[config.mk]
export PLATFORM = sky130hd
export DESIGN_NAME = fetch_unit_flat
export DESIGN_NICKNAME = d
export VERILOG_FILES = /design/src/rtl/fetch_unit_if.sv /design/src/rtl/fetch_unit.sv /design/src/flat_wrapper.sv
export SDC_FILE = /design/constraint.sdc
export NUM_CORES = 1
export LEC_CHECK = 0
export BUFFER_PORTS_ARGS = -buffer_cell sky130_fd_sc_hd__buf_2
export CAP_MARGIN = 10
export CORE_AREA = 8 8 117 119
export DETAILED_ROUTE_END_ITERATION = 8
export DIE_AREA = 0 0 125 127
export PLACE_DENSITY = 0.81
export SYNTH_ARGS = -nofsm -noshare
export SYNTH_HDL_FRONTEND = slang
export SYNTH_SLANG_ARGS = --single-unit
[constraint.sdc]
create_clock -name clk -period 2.4 [get_ports clk]
set_clock_uncertainty 0.1 [all_clocks]
set_input_delay 0.36 -clock clk [delete_from_list [all_inputs] [get_ports clk]]
set_output_delay 0.36 -clock clk [all_outputs]
set_load 0.1 [all_outputs]
[src/rtl/fetch_unit_if.sv]
// rtl/fetch_unit_if.sv - instruction-memory request/response bundle between fetch and imem
interface fetch_unit_if #(
    parameter int ADDR_W  = 16,
    parameter int INSTR_W = 16
);
    logic               imem_req;
    logic [ADDR_W-1:0]  imem_addr;
    logic               imem_ready;
    logic [INSTR_W-1:0] imem_rdata;
    logic               imem_err;

    modport master (
        output imem_req,
        output imem_addr,
        input  imem_ready,
        input  imem_rdata,
        input  imem_err
    );

    modport slave (
        input  imem_req,
        input  imem_addr,
        output imem_ready,
        output imem_rdata,
        output imem_err
    );
endinterface

[src/rtl/fetch_unit.sv]
// rtl/fetch_unit.sv - PC, imem handshake and IF/ID register for the 16-bit core
module fetch_unit #(
    parameter int                ADDR_W     = 16,
    parameter int                INSTR_W    = 16,
    parameter logic [ADDR_W-1:0] RESET_PC   = 16'h0000,
    parameter logic [ADDR_W-1:0] EXC_VECTOR = 16'h0002
) (
    input  logic               clk,
    input  logic               reset_n,
    fetch_unit_if.master       imem,
    input  logic               stall,
    input  logic               redirect,
    input  logic [ADDR_W-1:0]  redirect_pc,
    input  logic               halt,
    input  logic               exc_in,
    input  logic [ADDR_W-1:0]  exc_pc,
    output logic [INSTR_W-1:0] instr,
    output logic [ADDR_W-1:0]  instr_pc,
    output logic               instr_valid,
    output logic               inst_memory_exception,
    output logic [ADDR_W-1:0]  epc,
    output logic               halted
);

    typedef enum logic [2:0] {
        S_FETCH,
        S_WAIT,
        S_HOLD,
        S_DRAIN,
        S_HALTED
    } state_t;

    state_t             state;
    logic [ADDR_W-1:0]  pc;
    logic [ADDR_W-1:0]  req_addr;
    logic [INSTR_W-1:0] hold_instr;
    logic [ADDR_W-1:0]  hold_pc;

    logic live;
    logic resp;
    logic imem_exc;
    logic ev_exc;
    logic ev_imem;
    logic ev_halt;
    logic ev_redir;
    logic flush;
    logic still_out;

    // Decode this cycle's control events in priority order; a halted core ignores them all.
    always_comb begin
        live      = !halted;
        resp      = (state == S_WAIT) && imem.imem_ready;
        imem_exc  = (resp && imem.imem_err) || ((state == S_FETCH) && pc[0]);
        ev_exc    = live && exc_in;
        ev_imem   = live && !exc_in && imem_exc;
        ev_halt   = live && !exc_in && !imem_exc && halt;
        ev_redir  = live && !exc_in && !imem_exc && !halt && redirect;
        flush     = ev_exc || ev_imem || ev_halt || ev_redir;
        // A flush that leaves a request still in flight must drain its response first.
        still_out = ((state == S_WAIT) || (state == S_DRAIN)) && !imem.imem_ready;
    end

    // Request is issued straight from FETCH; the address is held in req_addr while outstanding.
    always_comb begin
        imem.imem_req  = 1'b0;
        imem.imem_addr = req_addr;
        case (state)
            S_FETCH: begin
                imem.imem_req  = reset_n && !stall && !pc[0] && !exc_in && !halt && !redirect;
                imem.imem_addr = pc;
            end
            S_WAIT, S_DRAIN: imem.imem_req = 1'b1;
            default: imem.imem_req = 1'b0;
        endcase
    end

    // Fetch FSM with PC, IF/ID, hold buffer and exception state.
    always_ff @(posedge clk or negedge reset_n) begin
        if (!reset_n) begin
            state                 <= S_FETCH;
            pc                    <= RESET_PC;
            req_addr              <= '0;
            hold_instr            <= '0;
            hold_pc               <= '0;
            instr                 <= '0;
            instr_pc              <= '0;
            instr_valid           <= 1'b0;
            inst_memory_exception <= 1'b0;
            epc                   <= '0;
            halted                <= 1'b0;
        end else begin
            inst_memory_exception <= 1'b0;
            if (flush) begin
                instr_valid <= 1'b0;
                if (ev_exc) begin
                    epc <= exc_pc;
                    pc  <= EXC_VECTOR;
                end else if (ev_imem) begin
                    epc                   <= (state == S_FETCH) ? pc : req_addr;
                    pc                    <= EXC_VECTOR;
                    inst_memory_exception <= 1'b1;
                end else if (ev_halt) begin
                    halted <= 1'b1;
                end else begin
                    pc <= redirect_pc;
                end
                if (still_out)
                    state <= S_DRAIN;
                else if (ev_halt)
                    state <= S_HALTED;
                else
                    state <= S_FETCH;
            end else begin
                case (state)
                    S_FETCH: begin
                        if (!stall) begin
                            instr_valid <= 1'b0;
                            req_addr    <= pc;
                            state       <= S_WAIT;
                        end
                    end
                    S_WAIT: begin
                        if (imem.imem_ready) begin
                            pc <= pc + ADDR_W'(2);
                            if (!stall) begin
                                instr       <= imem.imem_rdata;
                                instr_pc    <= pc;
                                instr_valid <= 1'b1;
                                state       <= S_FETCH;
                            end else begin
                                hold_instr <= imem.imem_rdata;
                                hold_pc    <= pc;
                                state      <= S_HOLD;
                            end
                        end else if (!stall) begin
                            instr_valid <= 1'b0;
                        end
                    end
                    S_HOLD: begin
                        if (!stall) begin
                            instr       <= hold_instr;
                            instr_pc    <= hold_pc;
                            instr_valid <= 1'b1;
                            state       <= S_FETCH;
                        end
                    end
                    S_DRAIN: begin
                        if (!stall)
                            instr_valid <= 1'b0;
                        if (imem.imem_ready)
                            state <= halted ? S_HALTED : S_FETCH;
                    end
                    default: begin
                        instr_valid <= 1'b0;
                    end
                endcase
            end
        end
    end

endmodule

[src/flat_wrapper.sv]
// flat-port wrapper written by rule: the top's interface ports become plain ports
module fetch_unit_flat 
#(
    parameter int                ADDR_W     = 16,
    parameter int                INSTR_W    = 16,
    parameter logic [ADDR_W-1:0] RESET_PC   = 16'h0000,
    parameter logic [ADDR_W-1:0] EXC_VECTOR = 16'h0002
)
  (clk, reset_n, stall, redirect, redirect_pc, halt, exc_in, exc_pc, instr, instr_pc, instr_valid, inst_memory_exception, epc, halted, imem_imem_req, imem_imem_addr, imem_imem_ready, imem_imem_rdata, imem_imem_err);
  fetch_unit_if #(.ADDR_W(ADDR_W), .INSTR_W(INSTR_W)) imem_i ();
  input  logic clk;
  input  logic reset_n;
  input  logic stall;
  input  logic redirect;
  input  logic [ADDR_W-1:0] redirect_pc;
  input  logic halt;
  input  logic exc_in;
  input  logic [ADDR_W-1:0] exc_pc;
  output logic [INSTR_W-1:0] instr;
  output logic [ADDR_W-1:0] instr_pc;
  output logic instr_valid;
  output logic inst_memory_exception;
  output logic [ADDR_W-1:0] epc;
  output logic halted;
  output wire logic [$bits(imem_i.imem_req)-1:0] imem_imem_req;
  output wire logic [$bits(imem_i.imem_addr)-1:0] imem_imem_addr;
  input wire logic [$bits(imem_i.imem_ready)-1:0] imem_imem_ready;
  input wire logic [$bits(imem_i.imem_rdata)-1:0] imem_imem_rdata;
  input wire logic [$bits(imem_i.imem_err)-1:0] imem_imem_err;
  assign imem_imem_req = imem_i.imem_req;
  assign imem_imem_addr = imem_i.imem_addr;
  assign imem_i.imem_ready = imem_imem_ready;
  assign imem_i.imem_rdata = imem_imem_rdata;
  assign imem_i.imem_err = imem_imem_err;
  fetch_unit #(.ADDR_W(ADDR_W), .INSTR_W(INSTR_W), .RESET_PC(RESET_PC), .EXC_VECTOR(EXC_VECTOR)) u_core (.clk(clk), .reset_n(reset_n), .imem(imem_i), .stall(stall), .redirect(redirect), .redirect_pc(redirect_pc), .halt(halt), .exc_in(exc_in), .exc_pc(exc_pc), .instr(instr), .instr_pc(instr_pc), .instr_valid(instr_valid), .inst_memory_exception(inst_memory_exception), .epc(epc), .halted(halted));
endmodule
After elaboration in Yosys (flattened, before gate mapping)
Index checks and enable logic that the tools add are counted.
{ "totals": {"out_inout_bits": 68, "reg_bits": 118, "elab_cells": 107, "inputBits": 56} }
{ "classes": {"reduce_logical": 44, "mux": 36, "add_sub_neg": 1, "n_eq_ne": 11, "bitwise": 4} }
{ "ops": {"columns": ["operator", "count"], "rows": [
  ["16-bit 2-to-1 mux", 15],
  ["16-bit case mux with 2 select lines", 2],
  ["3-bit 2-to-1 mux", 8],
  ["16-bit by 2-bit adder with 16-bit output, second input constant", 1],
  ["1-bit logical AND", 16],
  ["3-bit by 2-bit inequality test with 1-bit output, second input constant", 4],
  ["3-bit case mux with 4 select lines", 1],
  ["5-bit AND reduction", 2],
  ["1-bit logical NOT", 8],
  ["4-bit AND reduction", 2],
  ["2-bit nonzero test", 4],
  ["1-bit 2-to-1 mux", 7],
  ["3-bit by 2-bit == test with 1-bit output, second input constant", 2],
  ["2-bit inequality test, second input constant", 3],
  ["3-bit AND reduction", 2],
  ["1-bit logical OR", 5],
  ["5-bit nonzero test", 1],
  ["4-bit by 2-bit inequality test with 1-bit output, second input constant", 1],
  ["1-bit NOT", 4],
  ["2-bit OR reduction", 2],
  ["3-bit by 1-bit == test with 1-bit output, second input constant", 1],
  ["3-bit logical NOT", 1],
  ["1-bit case mux with 3 select lines", 1],
  ["2-bit 2-to-1 mux", 1],
  ["other kinds (2)", 2]
]} }

Longest topological paths before layout
Gate-level depths: netlist of the first run.
{ "logic_depth": {"word_depth": 11, "depth_mapped": 8} }

Worst setup path before layout of the first run
No wires, ideal clock.
{ "synth_path": {"path_kind": "reg-to-reg", "startpoint": "reg u_core.state[1]", "endpoint": "reg u_core.epc[13]", "path_slack_ns": -1.528, "t_arrival_ns": 3.743, "stages_incl_launch_ff": 8, "setup_ns": 0.086, "period_less_slack_ns": 3.928, "path_buffers": 3, "path_cell_list": "dfrtp_1 > buf_2 > or3_1 > clkbuf_1 > clkbuf_1 > o21ai_0 > mux2i_1 > o21ai_1"} }
{ "synth_via": {"word_cells_on_any_way": 20, "classes_between": "1 x eq/ne; 3 x mux; 16 x reduce/logical"} }
{ "synth_lines": {"columns": ["element", "line", "text"], "rows": [
  ["from (decl)", "fetch_unit.sv:33", "state_t state;"],
  ["from (signal assigned)", "fetch_unit.sv:151", "state <= halted ? S_HALTED : S_FETCH;"],
  ["3-bit logical NOT", null, null],
  ["16-bit 2-to-1 mux", null, null],
  ["via imem_imem_addr[13]", "flat_wrapper.sv:26", "output wire logic [$bits(imem_i.imem_addr)-1:0] imem_imem_addr;"],
  ["16-bit 2-to-1 mux", "fetch_unit.sv:98", "end else if (ev_imem) begin"],
  ["16-bit 2-to-1 mux", "fetch_unit.sv:95", "if (ev_exc) begin"],
  ["to (signal assigned)", "fetch_unit.sv:96", "epc <= exc_pc;"],
  ["to (signal assigned)", "fetch_unit.sv:99", "epc <= (state == S_FETCH) ? pc : req_addr;"],
  ["to (decl)", "fetch_unit.sv:21", "output logic [ADDR_W-1:0] epc,"]
]} }
The timed path passes the listed nets, and every way through them passes these cells. The select of a mux whose other input is x is not followed.
A chain may end at the register's enable or synchronous reset.

Worst setup path after layout of the first run
{ "layout_path": {"startpoint": "reg u_core.state[0]", "endpoint": "out imem_imem_addr[6]"} }
{ "layout_via": {"elab_chain_cells": 2} }
{ "layout_rtl": {"columns": ["element", "line", "text"], "rows": [
  ["3-bit logical NOT", "fetch_unit.sv:67", "case (state)"],
  ["16-bit 2-to-1 mux", "fetch_unit.sv:67", null],
  ["to (decl)", "flat_wrapper.sv:26", null]
]} }
No other way between the ends.

==> results.md, run 1 <==
Status:
- The flow ran to the end, but the final reports show violations.
- The checks that failed: hold timing.

Timing:
- Setup repair after global routing left no endpoint under its margin.
- The achievable frequency is 425.3 MHz.
- Setup violations remaining at the end of the flow were counted as 0.
- The final max-slew violation count is 0.
- The fraction of the cycle the final worst path needs is 97.97%.
- The slew at the pin with the worst max-slew slack is 0.6459 ns.
- The worst path in the final design needs a cycle of 2.351 ns, including I/O delays and setup.
- Across all hold checks on the routed design, the worst slack comes to -0.06150 ns.
- The setup TNS is 0 ns.
- The final hold violation count is 33.
- The worst pin sits at a relative slew slack of 56.94%.

Logic synthesis:
- Counting every net in the synthesized netlist gives 584.
- By area, the combinational part of the netlist is dominated by multiplexers.
- After synthesis the cells add up to 0.005667 mm^2.
- Yosys attributes the largest share of cell area to sky130_fd_sc_hd__dfrtp_1 (52%), sky130_fd_sc_hd__mux2i_1 (8.7%), sky130_fd_sc_hd__nand2_1 (6.1%).
- The number of distinct library cells after synthesis is 52.
- The cell count after synthesis came out at 527.
- The synthesized netlist devotes 0.2208% of its cell area to adder and majority cells.
- The multiplexer fraction of the synthesized cell area is 18.79%.
- The post-synthesis sequential area ratio is 52.11%.
- The Yosys step of the flow raised 0 warnings.
- Summed over all instances, the cell type with the most area after synthesis is sky130_fd_sc_hd__dfrtp_1.
- Summing the areas of all xor and xnor instances in the mapped netlist gives 0% of the synthesized area.
- For this run, asynchronously set or reset flops after synthesis account for 100.0%.
- The number of enable-type register cells in the synthesized netlist is 0.
- The top flip-flop cell by instance count after synthesis is sky130_fd_sc_hd__dfrtp_1.
- The synthesized netlist devotes 11.48% of its cell area to simple gates.
- The post-synthesis sequential element count is 118.
- Yosys instantiated no cell more often than sky130_fd_sc_hd__dfrtp_1.
- The synthesized netlist devotes 13.45% of its cell area to compound gates.
- The share of synthesized area in the top cell type comes to 52.11%.
- In the synthesized netlist, the cells that appear most often are sky130_fd_sc_hd__dfrtp_1 (118), sky130_fd_sc_hd__nand2_1 (92), sky130_fd_sc_hd__o21ai_0 (67).
- The synthesized area per cell is 10.75 um^2.

Global routing:
- The global-route usage over all layers is 18.97%.
- The global-route wire length before repair is 24,070 um.
- The via count of the first global-routing pass is 4,806.
- Entering global routing, the biggest net connects 119 pins.
- The initial antenna violation count is 2.
- The total overflow left after global routing is 0.

Worst setup path:
- In this design, the stage delay of the slowest critical-path cell is 0.45 ns.
- For the worst setup path, the data arrival time is 1.89 ns.
- The startpoint identified for the worst register-to-register timing path is u_core.state[0]$_DFFE_PN0P_.
- For this design, the slowest cell found on the critical path is sky130_fd_sc_hd__dfrtp_2.
- The startpoint type of the worst setup path is a flop.
- The critical path goes through or3_4 -> buf_8 -> o21ai_4 -> buf_12.
- Together, buffers and inverters on the worst path number 2.
- Setup slack on the worst reg-to-reg path comes out at 0.14 ns.
- The type of the setup path with the least slack is flop to primary output.
- STA classifies the critical path endpoint as a primary output.
- Measured in cells, the most critical reg-to-reg path has a length of 6.
- The kind of cell with the highest combined delay along the critical path is flip-flops.
- Of all nets on the critical path, the largest fanout is 13.
- The data required time of the critical path is 1.94 ns.
- In this run the critical register-to-register path is captured at u_core.pc[8]$_DFFE_PN0P_.

Placed design:
- The detailed placement HPWL is 10,420 um.
- Port buffering added 123 buffers.
- After detailed placement, the total cell area comes to 0.006867 mm^2.
- The global placement routability congestion is 0.9098.

Cells and area:
- The area of all placed cells without fillers is 0.007542 mm^2.
- Compared with the post-synthesis result, the final layout area differs by 33.10%.
- For this run, the post-layout net count is 712.
- The number of antenna diodes in the final layout is 0.
- In the final layout, the share of cells above drive strength 1 is 33.53%.

Flow run:
- Max-cap violations in this run came to 0.

Min path:
- The min-delay analysis places its worst path in the category input port to async pin.

Route:
- Dividing the detail-routed wire length by the instance count gives 17.91 um.
- The number of remaining DRC errors is 0.
- The total length of routed wires is 14,600 um.
- After detailed routing, the number of vias per cell comes to 5.534.
- The count of vias placed by the detailed router is 4,510.
- The detailed-router iteration count before antenna repair is 5.
- The post-route antenna net violation count is 0.
- The number of design-rule violations left by the first detailed-router iteration is 268.

CTS:
- The cell sitting at the root of the clock tree is a sky130_fd_sc_hd__clkbuf_16.
- The clock transition at the registers of the reported paths is 0.05 ns.
- The clock tree from TritonCTS is built.
- The TritonCTS buffer count is 17.
- In this run the deepest clock path goes through 2 buffers.
- The number of clock sinks is 118.
- The maximum level of the CTS H-tree is 4.
- The clock insertion delay at the later pin of the skew report is 0.41 ns.

Die:
- The die covers 0.01588 mm^2.
- The initial standard-cell utilization of the core is 47.98%.
- The core box area is 0.01181 mm^2.
- The die is 125 um wide.
- The height of the chip is 127 um.
- The number of top-level design ports is 124.
- Row generation in the floorplan step produced 40 rows.
## cells in the final DEF (no fill, tap or decap), types with 5 or more instances in the layout
cell	n
sky130_fd_sc_hd__mux2i_1	49
sky130_fd_sc_hd__inv_1	12
sky130_fd_sc_hd__clkbuf_16	17
sky130_fd_sc_hd__mux2_1	30
sky130_fd_sc_hd__o21ai_1	9
sky130_fd_sc_hd__o21ai_0	60
sky130_fd_sc_hd__buf_2	105
sky130_fd_sc_hd__mux2_2	9
sky130_fd_sc_hd__buf_12	23
sky130_fd_sc_hd__dfrtp_1	114
sky130_fd_sc_hd__buf_4	17
sky130_fd_sc_hd__a32o_1	8
sky130_fd_sc_hd__and3_1	7
sky130_fd_sc_hd__mux2_4	9
sky130_fd_sc_hd__nand2_2	8
sky130_fd_sc_hd__clkinvlp_4	5
sky130_fd_sc_hd__nand2_1	84
sky130_fd_sc_hd__a22o_1	13
sky130_fd_sc_hd__nor2_1	14
## per-stage QoR
| stage | utilization [%] | hold slack [ns] | setup WS [ns] | cells |
|---|---|---|---|---|
| floorplan | - | -0.03559 | -0.5140 | 527 |
| detailed placement | 58.14 | 0.3655 | 0.1331 | 780 |
| CTS | 63.77 | 0.007764 | 0.01005 | 815 |
| global placement | 58.14 | 0.3574 | 0.1709 | 780 |
| finish | 63.86 | -0.06150 | 0.04878 | 815 |
| global route | 63.86 | 0.006196 | 0.001204 | 815 |
## worst max path at each step
stage / from / endpoint / slack [ns] / cells past startpoint
after floorplan: u_core.state[1]$_DFFE_PN0P_ / u_core.epc[15]$_DFFE_PN0P_ / -0.51 / 6
after global placement: exc_in / u_core.req_addr[13]$_DFFE_PN0P_ / 0.17 / 7
after detailed placement: halt / u_core.req_addr[11]$_DFFE_PN0P_ / 0.13 / 7
after CTS: u_core.state[1]$_DFFE_PN0P_ / imem_imem_addr[5] / 0.01 / 5
after global routing: u_core.state[0]$_DFFE_PN0P_ / imem_imem_addr[6] / 0.001 / 4
final: u_core.state[0]$_DFFE_PN0P_ / imem_imem_addr[6] / 0.05 / 4
## cell type report
type | count | area [um^2]
Inverter | 12 | 45.04
Clock inverter | 12 | 176.4
Sequential cell | 118 | 2958
Timing Repair Buffer | 146 | 1129
Clock buffer | 20 | 456.7
Fill cell | 911 | 4269
Tap cell | 147 | 183.9
Multi-Input combinational cell | 360 | 2594
## registers in the layout, indices dropped and copies added (netlist names)
| register | cells |
|---|---|
| u_core.inst_memory_exception | 1 |
| u_core.halted | 1 |
| u_core.pc | 16 |
| u_core.hold_pc | 16 |
| u_core.instr | 16 |
| u_core.req_addr | 16 |
| u_core.hold_instr | 16 |
| u_core.instr_pc | 16 |
| u_core.instr_valid | 1 |
| u_core.epc | 16 |
| u_core.state | 3 |
## routing by layer
layer | vias to the layer above | wire [um] | global-route usage, %
met4 | 4 | 273 | 8.381
met1 | 2185 | 6172 | 21.85
met2 | 174 | 7155 | 31.54
met3 | 26 | 977 | 6.572
li1 | 2121 | - | -
met5 | - | 21 | 0
## cells by family after synthesis
kind of cell,after synthesis
fa+ha+maj,1
compound gates,118
flops,118
buf+inv,50
mux,97
simple gates,143
## timing repair
item                                    in CTS  in global routing
pin swaps                                    1                  2
endpoints found under the setup margin      14                  7
gates resized for setup                      3                  4
setup buffers                                2                  0
gates cloned                                 1                  0
hold buffers                                 0                  0
## worst reg2reg max path, delay by kind of cell, from the launching register on
family	cells	cell delay, ns
AO/OA/AOI/OAI	4	0.82
AND/OR/NAND/NOR	1	0.59
flip-flops	1	0.45
buffers and inverters	1	0.19
Power of run 1 is left out: the tool's default activity adds up to more than one toggle a clock period on the data nets, which glitch-free logic cannot reach.
==> inputs of run 2 (changes only) <==
Settings changed: CORE_AREA 8 8 117 119 to 8 8 111 113, DIE_AREA 0 0 125 127 to 0 0 119 121, PLACE_DENSITY 0.81 to 0.88, SETUP_SLACK_MARGIN set to 0.15.
==> run 2 against run 1 <==
The run ends with setup timing left. Core utilization is 16 points higher. Hold slack better by 0.064 ns. Die area is 9.3% lower. Design area is 13% higher. Sequential cell count stayed put. Sequential share of layout area is 4.4 points lower. Cell count is 6.3% higher. Via count is 14% higher. Global-route usage is 5.1 points higher. First-iteration DRC count is 120% higher. Setup slack worse by 0.19 ns. Critical path type unchanged. Largest cell class unchanged.
==> results.md, run 2 (synthesis results as in run 1) <==
CTS:
- The number of clock sinks is 118 (unchanged).
- The clock insertion delay at the later pin of the skew report is 0.54 ns (+0.13 ns).
- The clock tree buffer depth is 2 (unchanged).
- The clock transition at the registers of the reported paths is 0.06 ns (about the same).
- The TritonCTS buffer count is 17 (unchanged).
- Clock tree synthesis selected as its root buffer the cell sky130_fd_sc_hd__clkbuf_8.
- The maximum level of the CTS H-tree was 4 (unchanged).
- TritonCTS built the clock tree.

Route:
- The number of design-rule violations left by the first detailed-router iteration is 579 (+120%).
- The total length of routed wires was 18,790 um (+29%).
- The post-route antenna net violation count was 0 (unchanged).
- The count of vias placed by the detailed router is 5,124 (+14%).
- The via density per instance is 5.917 (+6.9%).
- The detailed-router iteration count before antenna repair was 5 (unchanged).
- The number of remaining DRC errors came to 0 (unchanged).
- The average routed wire per standard cell is 21.70 um (+21%).

Worst setup path:
- The largest fanout of any net on the critical path was 6 (-7).
- STA classifies the critical path endpoint as a primary output.
- The type of the setup path with the least slack is flop to primary output.
- STA classifies the critical path startpoint as a flop.
- The data arrival at the endpoint of the critical path is 2.08 ns (+0.19 ns).
- The data required time of the critical path was 1.94 ns (about the same).
- The delay of the slowest cell on the worst path is 0.45 ns (about the same).
- The signal on the critical path passes through buf_6 -> or3_4 -> clkbuf_16 -> o21ai_4 -> buf_12.
- The critical-path cell with the highest stage delay is sky130_fd_sc_hd__or3_4.

Cells and area:
- The fraction of final layout cells with drive strength greater than 1 is 41.02% (+7.5 points).
- Relative to the synthesized area, the layout overhead comes to 49.86%.
- The library cell used most frequently in the layout, excluding fill and tap cells, is sky130_fd_sc_hd__dfrtp_1.
- The number of filler instances in the final layout is 555 (-39%).
- The number of standard cells in the layout, taps in and fillers out came to 866 (+6.3%).
- The layout net count is 768 (+7.9%).
- The sequential cell area in the final layout came to 0.002957 mm^2 (about the same).
- The area of all placed cells without fillers is 0.008492 mm^2 (+13%).
- The multi-input gate area in the final layout is 0.002885 mm^2 (+11%).
- The library cells used most frequently in the layout, excluding fill and tap cells, are sky130_fd_sc_hd__dfrtp_1 (115), sky130_fd_sc_hd__buf_2 (106), sky130_fd_sc_hd__nand2_1 (69), sky130_fd_sc_hd__o21ai_0 (53), sky130_fd_sc_hd__mux2i_1 (48).

Placed design:
- The instance count after placement with tap cells included is 771 (-1.2%).
- The global placement routability congestion was 0.9604 (+5.6%).
- The placed standard-cell area is 0.006844 mm^2 (-0.33%).
- The detailed placement HPWL came to 10,240 um (-1.8%).
- The count of port buffers added during placement is 123 (unchanged).

Die:
- The core box area is 0.01060 mm^2 (-10%).
- The area of the die is 0.01440 mm^2 (-9.3%).
- The initial standard-cell utilization of the core is 53.45% (+5.5 points).
- The height of the chip is 121 um (-4.7%).
- The cell row count is 38 (-5.0%).
- The width of the die is 119 um (-4.8%).
- The number of top-level design ports was 124 (unchanged).

Global routing:
- The global-route wire length before repair is 27,640 um (+15%).
- The maximum number of pins on one net before global-route repair is 119 (unchanged).
- The overall overflow remaining after global route was 0 (unchanged).
- The initial antenna violation count is 0 (-2).
- The via count of the first global-routing pass came to 5,179 (+7.8%).
- The global-route usage over all layers is 24.07% (+5.1 points).

Timing:
- The achievable frequency is 393.5 MHz (-7.5%).
- The setup TNS is -1.715 ns (-1.715 ns).
- The slew at the pin with the worst max-slew slack is 0.6237 ns (-0.02216 ns).
- The fraction of the cycle the final worst path needs was 105.9% (+7.9 points).
- The worst path setup slack after routing came to -0.1412 ns (-0.1900 ns).
- The final critical delay including setup and external delays is 2.541 ns (+0.1900 ns).
- Setup repair after global routing could not meet its margin everywhere.
- The final max-slew violation count is 0 (unchanged).
- The final hold violation count is 0 (-100%).
- The worst slew margin relative to its limit is 58.42% (+1.5 points).
- The number of setup violations in the final report was 16 (+16).

Status:
- The flow ran to the end, but the final reports show violations.
- The checks that failed: setup timing.

Flow run:
- The count of maximum capacitance violations is 0 (unchanged).

Min path:
- The class of the most critical hold timing path is input port to flop.
[run 2: routing by layer]
metal / global-route usage [%] / part of all wire, % / wire length [um] / up-vias
met5: 0 / 0 / 0 / -
met4: 9.012 / 3.4 / 647 / 0
met3: 8.376 / 8.4 / 1571 / 67
met2: 40.29 / 50 / 9482 / 283
met1: 28.05 / 38 / 7093 / 2537
li1: - / - / - / 2237
[run 2: worst paths after layout]
check                                                 from                         endpoint  slack, ns  cells past startpoint
hold / removal                             redirect_pc[12]        u_core.pc[12]$_DFFE_PN0P_      0.002                      3
setup / recovery               u_core.state[0]$_DFFE_PN0P_                imem_imem_addr[5]      -0.14                      5
hold reg to reg            u_core.instr_pc[11]$_DFFE_PN0P_  u_core.instr_pc[11]$_DFFE_PN0P_       0.38                      2
setup reg to reg               u_core.state[0]$_DFFE_PN0P_  u_core.req_addr[11]$_DFFE_PN0P_       0.01                     10
max in group asynchronous                          reset_n      u_core.state[2]$_DFFE_PN0P_       1.28                      3
min in group asynchronous                          reset_n   u_core.req_addr[8]$_DFFE_PN0P_       0.45                      3
[run 2: metrics by stage]
stage	util (%)	setup slack, ns	hold WS [ns]
after floorplan	-	0.05880	-0.03559
final	80.09	-0.1412	0.002382
after global routing	80.04	-0.1778	0.01829
after detailed placement	64.55	0.1426	0.3696
after CTS	75.91	-0.1221	0.002588
after global placement	64.55	0.1783	0.3562
[run 2: worst max-delay path: cells and delay by family (launching register included)]
kind                   cells  cell delay (ns)
flip-flops                 1             0.40
AND/OR/NAND/NOR            1             0.45
buffers and inverters      3             0.53
AO/OA/AOI/OAI              1             0.17
[run 2: area by class of cell]
| type | instances | area share, % |
|---|---|---|
| sequential | 118 | 34.82 |
| multi-input combinational | 359 | 33.98 |
| timing repair buffer | 203 | 22.04 |
| clock buffer | 18 | 4.921 |
| tap | 140 | 2.063 |
| clock inverter | 14 | 1.591 |
| inverter | 12 | 0.5304 |
| antenna | 2 | 0.05894 |
[run 2: timing repair]
action	4_1_cts	5_1_grt
hold buffers	33	0
pin swaps	10	20
endpoints found under the setup margin	28	102
cloned	1	10
resized for setup	64	46
endpoints found under the hold margin	150	0
setup buffers	7	10
Power of run 2 is left out for the same reason.
==> inputs of run 3 (changes only) <==
Settings changed: CELL_PAD_IN_SITES_DETAIL_PLACEMENT set to 0, CELL_PAD_IN_SITES_GLOBAL_PLACEMENT set to 1, CORE_AREA 8 8 111 113 to 8 8 126 128, DIE_AREA 0 0 119 121 to 0 0 134 136, PLACE_DENSITY 0.88 to 0.87.
==> run 3 against run 2 <==
The flow now finishes without violations. Non-clock buffer count down 45. Via count down 12%. Critical path depth down 1. Largest cell class unchanged. Sequential cell count unchanged. Global-route usage down 7.4 points. Count of clock-buffer cells in the layout up 4. Setup slack better by 0.25 ns. First-iteration DRC count down 52%. Die area up 27%. Core utilization down 23 points. Sequential share of layout area up 2.4 points.
==> results.md, run 3 (synthesis results as in run 1) <==
Die:
- The core box area came to 0.01404 mm^2 (+32%).
- The number of top-level design ports was 124 (unchanged).
- The area of the die came to 0.01822 mm^2 (+27%).
- The height of the chip is 136 um (+12%).
- The width of the die is 134 um (+13%).
- The initial standard-cell utilization of the core is 40.37% (-13 points).
- The cell row count is 44 (+16%).

Cells and area:
- The area of all placed cells without fillers is 0.007955 mm^2 (-6.3%).
- The leading cell type in the layout, fill and taps excluded is sky130_fd_sc_hd__dfrtp_1.
- The number of filler instances in the final layout is 1,177 (+110%).
- The multi-input gate area in the final layout came to 0.002768 mm^2 (-4.1%).
- The total inserted antenna cells is 0 (-2).
- The sequential cell area in the final layout is 0.002959 mm^2 (about the same).
- The layout net count is 723 (-5.9%).
- Relative to the synthesized area, the layout overhead comes to 40.38%.
- The number of standard cells in the layout, taps in and fillers out is 862 (-0.46%).
- In the layout the commonest cells are sky130_fd_sc_hd__dfrtp_1 (113), sky130_fd_sc_hd__buf_2 (105), sky130_fd_sc_hd__nand2_1 (82), sky130_fd_sc_hd__o21ai_0 (60), sky130_fd_sc_hd__mux2i_1 (49).
- The fraction of final layout cells with drive strength greater than 1 was 40.12% (-0.90 points).
- The post-route core utilization is 56.67% (-23 points).

Timing:
- The setup TNS was 0 ns (+1.715 ns).
- The number of setup violations in the final report is 0 (-16).
- The fraction of the cycle the final worst path needs was 95.62% (-10 points).
- The final hold violation count is 0 (unchanged).
- The final max-slew violation count is 0 (unchanged).
- The worst slew margin relative to its limit is 54.96% (-3.5 points).
- The final critical delay including setup and external delays is 2.295 ns (-0.2464 ns).
- The achievable frequency came to 435.8 MHz (+11%).
- The slew at the pin with the worst max-slew slack came to 0.6726 ns (+0.04888 ns).
- Setup repair after global routing could not meet its margin everywhere.

Min path:
- The worst hold path endpoint is u_core.epc[7]$_DFFE_PN0P_.
- The hold-critical path depth is 3 (unchanged).
- The tightest min-delay check is of the input port to flop type.
- The startpoint identified for the worst hold timing path is exc_pc[7].

Route:
- The via density per instance was 5.219 (-12%).
- The number of remaining DRC errors is 0 (unchanged).
- The average routed wire per standard cell is 18.32 um (-16%).
- The count of vias placed by the detailed router was 4,499 (-12%).
- The detailed-router iteration count before antenna repair is 4 (-1).
- The post-route antenna net violation count is 0 (unchanged).
- The number of design-rule violations left by the first detailed-router iteration is 276 (-52%).
- The total length of routed wires is 15,790 um (-16%).

Worst setup path:
- The worst flop-to-flop path startpoint is u_core.state[0]$_DFFE_PN0P_.
- The delay of the slowest cell on the worst path is 0.44 ns (about the same).
- The data required time of the critical path is 1.94 ns (about the same).
- The worst setup slack for register-to-register paths came to 0.13 ns (+0.12 ns).
- The setup path with the least slack is of type flop to primary output.
- Among all stages on the critical path, the largest delay is contributed by sky130_fd_sc_hd__or3_4.
- Traced cell by cell, the critical path runs through or3_4 -> buf_12 -> o21ai_4 -> buf_12.
- The startpoint type of the worst setup path is a flop.
- The endpoint identified for the worst register-to-register timing path is u_core.req_addr[7]$_DFFE_PN0P_.
- Counting stages on the worst path, the most repeated cell is sky130_fd_sc_hd__buf_12.
- The nature of the critical path endpoint is a primary output.
- The data arrival at the endpoint of the critical path is 1.83 ns (-0.25 ns).
- The largest fanout of any net on the critical path is 12 (+6).
- The count of cells along the worst register-to-register path is 7 (-3).

Placed design:
- The placed standard-cell area is 0.006902 mm^2 (+0.84%).
- The count of port buffers added during placement is 123 (unchanged).
- The detailed placement HPWL is 10,340 um (+1.0%).
- The instance count after placement with tap cells included is 817 (+6.0%).
- The global placement routability congestion is 0.9364 (-2.5%).

Flow run:
- The count of maximum capacitance violations was 0 (unchanged).

Global routing:
- The overall overflow remaining after global route is 0 (unchanged).
- The global-route usage over all layers is 16.68% (-7.4 points).
- The global-route wire length before repair is 24,170 um (-13%).
- The via count of the first global-routing pass is 4,732 (-8.6%).
- The maximum number of pins on one net before global-route repair came to 119 (unchanged).
- The initial antenna violation count is 1 (+1).

CTS:
- TritonCTS built the clock tree.
- The clock insertion delay at the later pin of the skew report came to 0.41 ns (-0.13 ns).
- The number of clock sinks is 118 (unchanged).
- The TritonCTS buffer count came to 17 (unchanged).
- The clock tree buffer depth was 2 (unchanged).
- The clock transition at the registers of the reported paths is 0.05 ns (about the same).
- The maximum level of the CTS H-tree is 4 (unchanged).
- The root cell of the clock tree is sky130_fd_sc_hd__clkbuf_16.

Status:
- The flow ran to the end, and the final reports show no timing, DRC or antenna violations.
-- run 3: changes by cell type in the layout (fill, tap and decap cells not counted), sizes merged --
| cell | before | now |
|---|---|---|
| buf | 164 | 153 |
| dlygate4sd3 | 33 | 1 |
| clkinvlp | 3 | 1 |
| clkinv | 8 | 4 |
| bufinv | 2 | 4 |
| diode | 2 | 0 |
| clkbuf | 24 | 26 |
| inv | 13 | 12 |
-- run 3: critical path, delay by kind of cell, from the launching register on --
| kind | cells | cell delay, ns |
|---|---|---|
| AO/OA/AOI/OAI | 1 | 0.19 |
| flip-flops | 1 | 0.41 |
| AND/OR/NAND/NOR | 1 | 0.44 |
| buffers and inverters | 2 | 0.37 |
-- run 3: layout make-up --
cell class / instances / share of cell area [%]
tap: 184 / 2.894
inverter: 12 / 0.5662
clock inverter: 9 / 1.856
multi-input combinational: 359 / 34.79
timing repair buffer: 158 / 16.61
sequential: 118 / 37.20
clock buffer: 22 / 6.087
-- run 3: routing by layer --
metal | global-route usage (%) | part of all wire [%] | vias up
met3 | 5.839 | 6.7 | 24
met1 | 20.47 | 44 | 2193
met2 | 26.14 | 47 | 139
met5 | 0 | 0.063 | -
met4 | 7.361 | 1.9 | 2
li1 | - | - | 2141
-- run 3: worst max-delay path by stage --
stage,slack (ns),from,to,cells after the start
6_report,0.11,u_core.state[1]$_DFFE_PN0P_,imem_imem_addr[1],4
2_1_floorplan,0.06,u_core.state[1]$_DFFE_PN0P_,u_core.epc[15]$_DFFE_PN0P_,6
3_5_place_dp,0.13,u_core.state[2]$_DFFE_PN0P_,u_core.req_addr[9]$_DFFE_PN0P_,6
4_1_cts,0.1,u_core.state[0]$_DFFE_PN0P_,imem_imem_addr[3],4
3_3_place_gp,0.17,exc_in,u_core.req_addr[14]$_DFFE_PN0P_,7
5_1_grt,0.06,u_core.state[1]$_DFFE_PN0P_,imem_imem_addr[1],4
-- run 3: per-stage QoR --
| step | worst slack, ns | hold WS [ns] |
|---|---|---|
| floorplan | 0.05880 | -0.03559 |
| global placement | 0.1654 | 0.3557 |
| detailed placement | 0.1319 | 0.3681 |
| CTS | 0.09694 | 0.03770 |
| global route | 0.05956 | 0.05783 |
| finish | 0.1052 | 0.05571 |
-- run 3: repair_timing --
item                                   CTS  global route
gates cloned                             0             5
setup buffers                            6             2
resized for setup                       14            46
hold buffers                             1             0
setup endpoints to repair               26            73
pin swaps                                4             9
endpoints found under the hold margin    8             0
Power of run 3 is left out for the same reason.
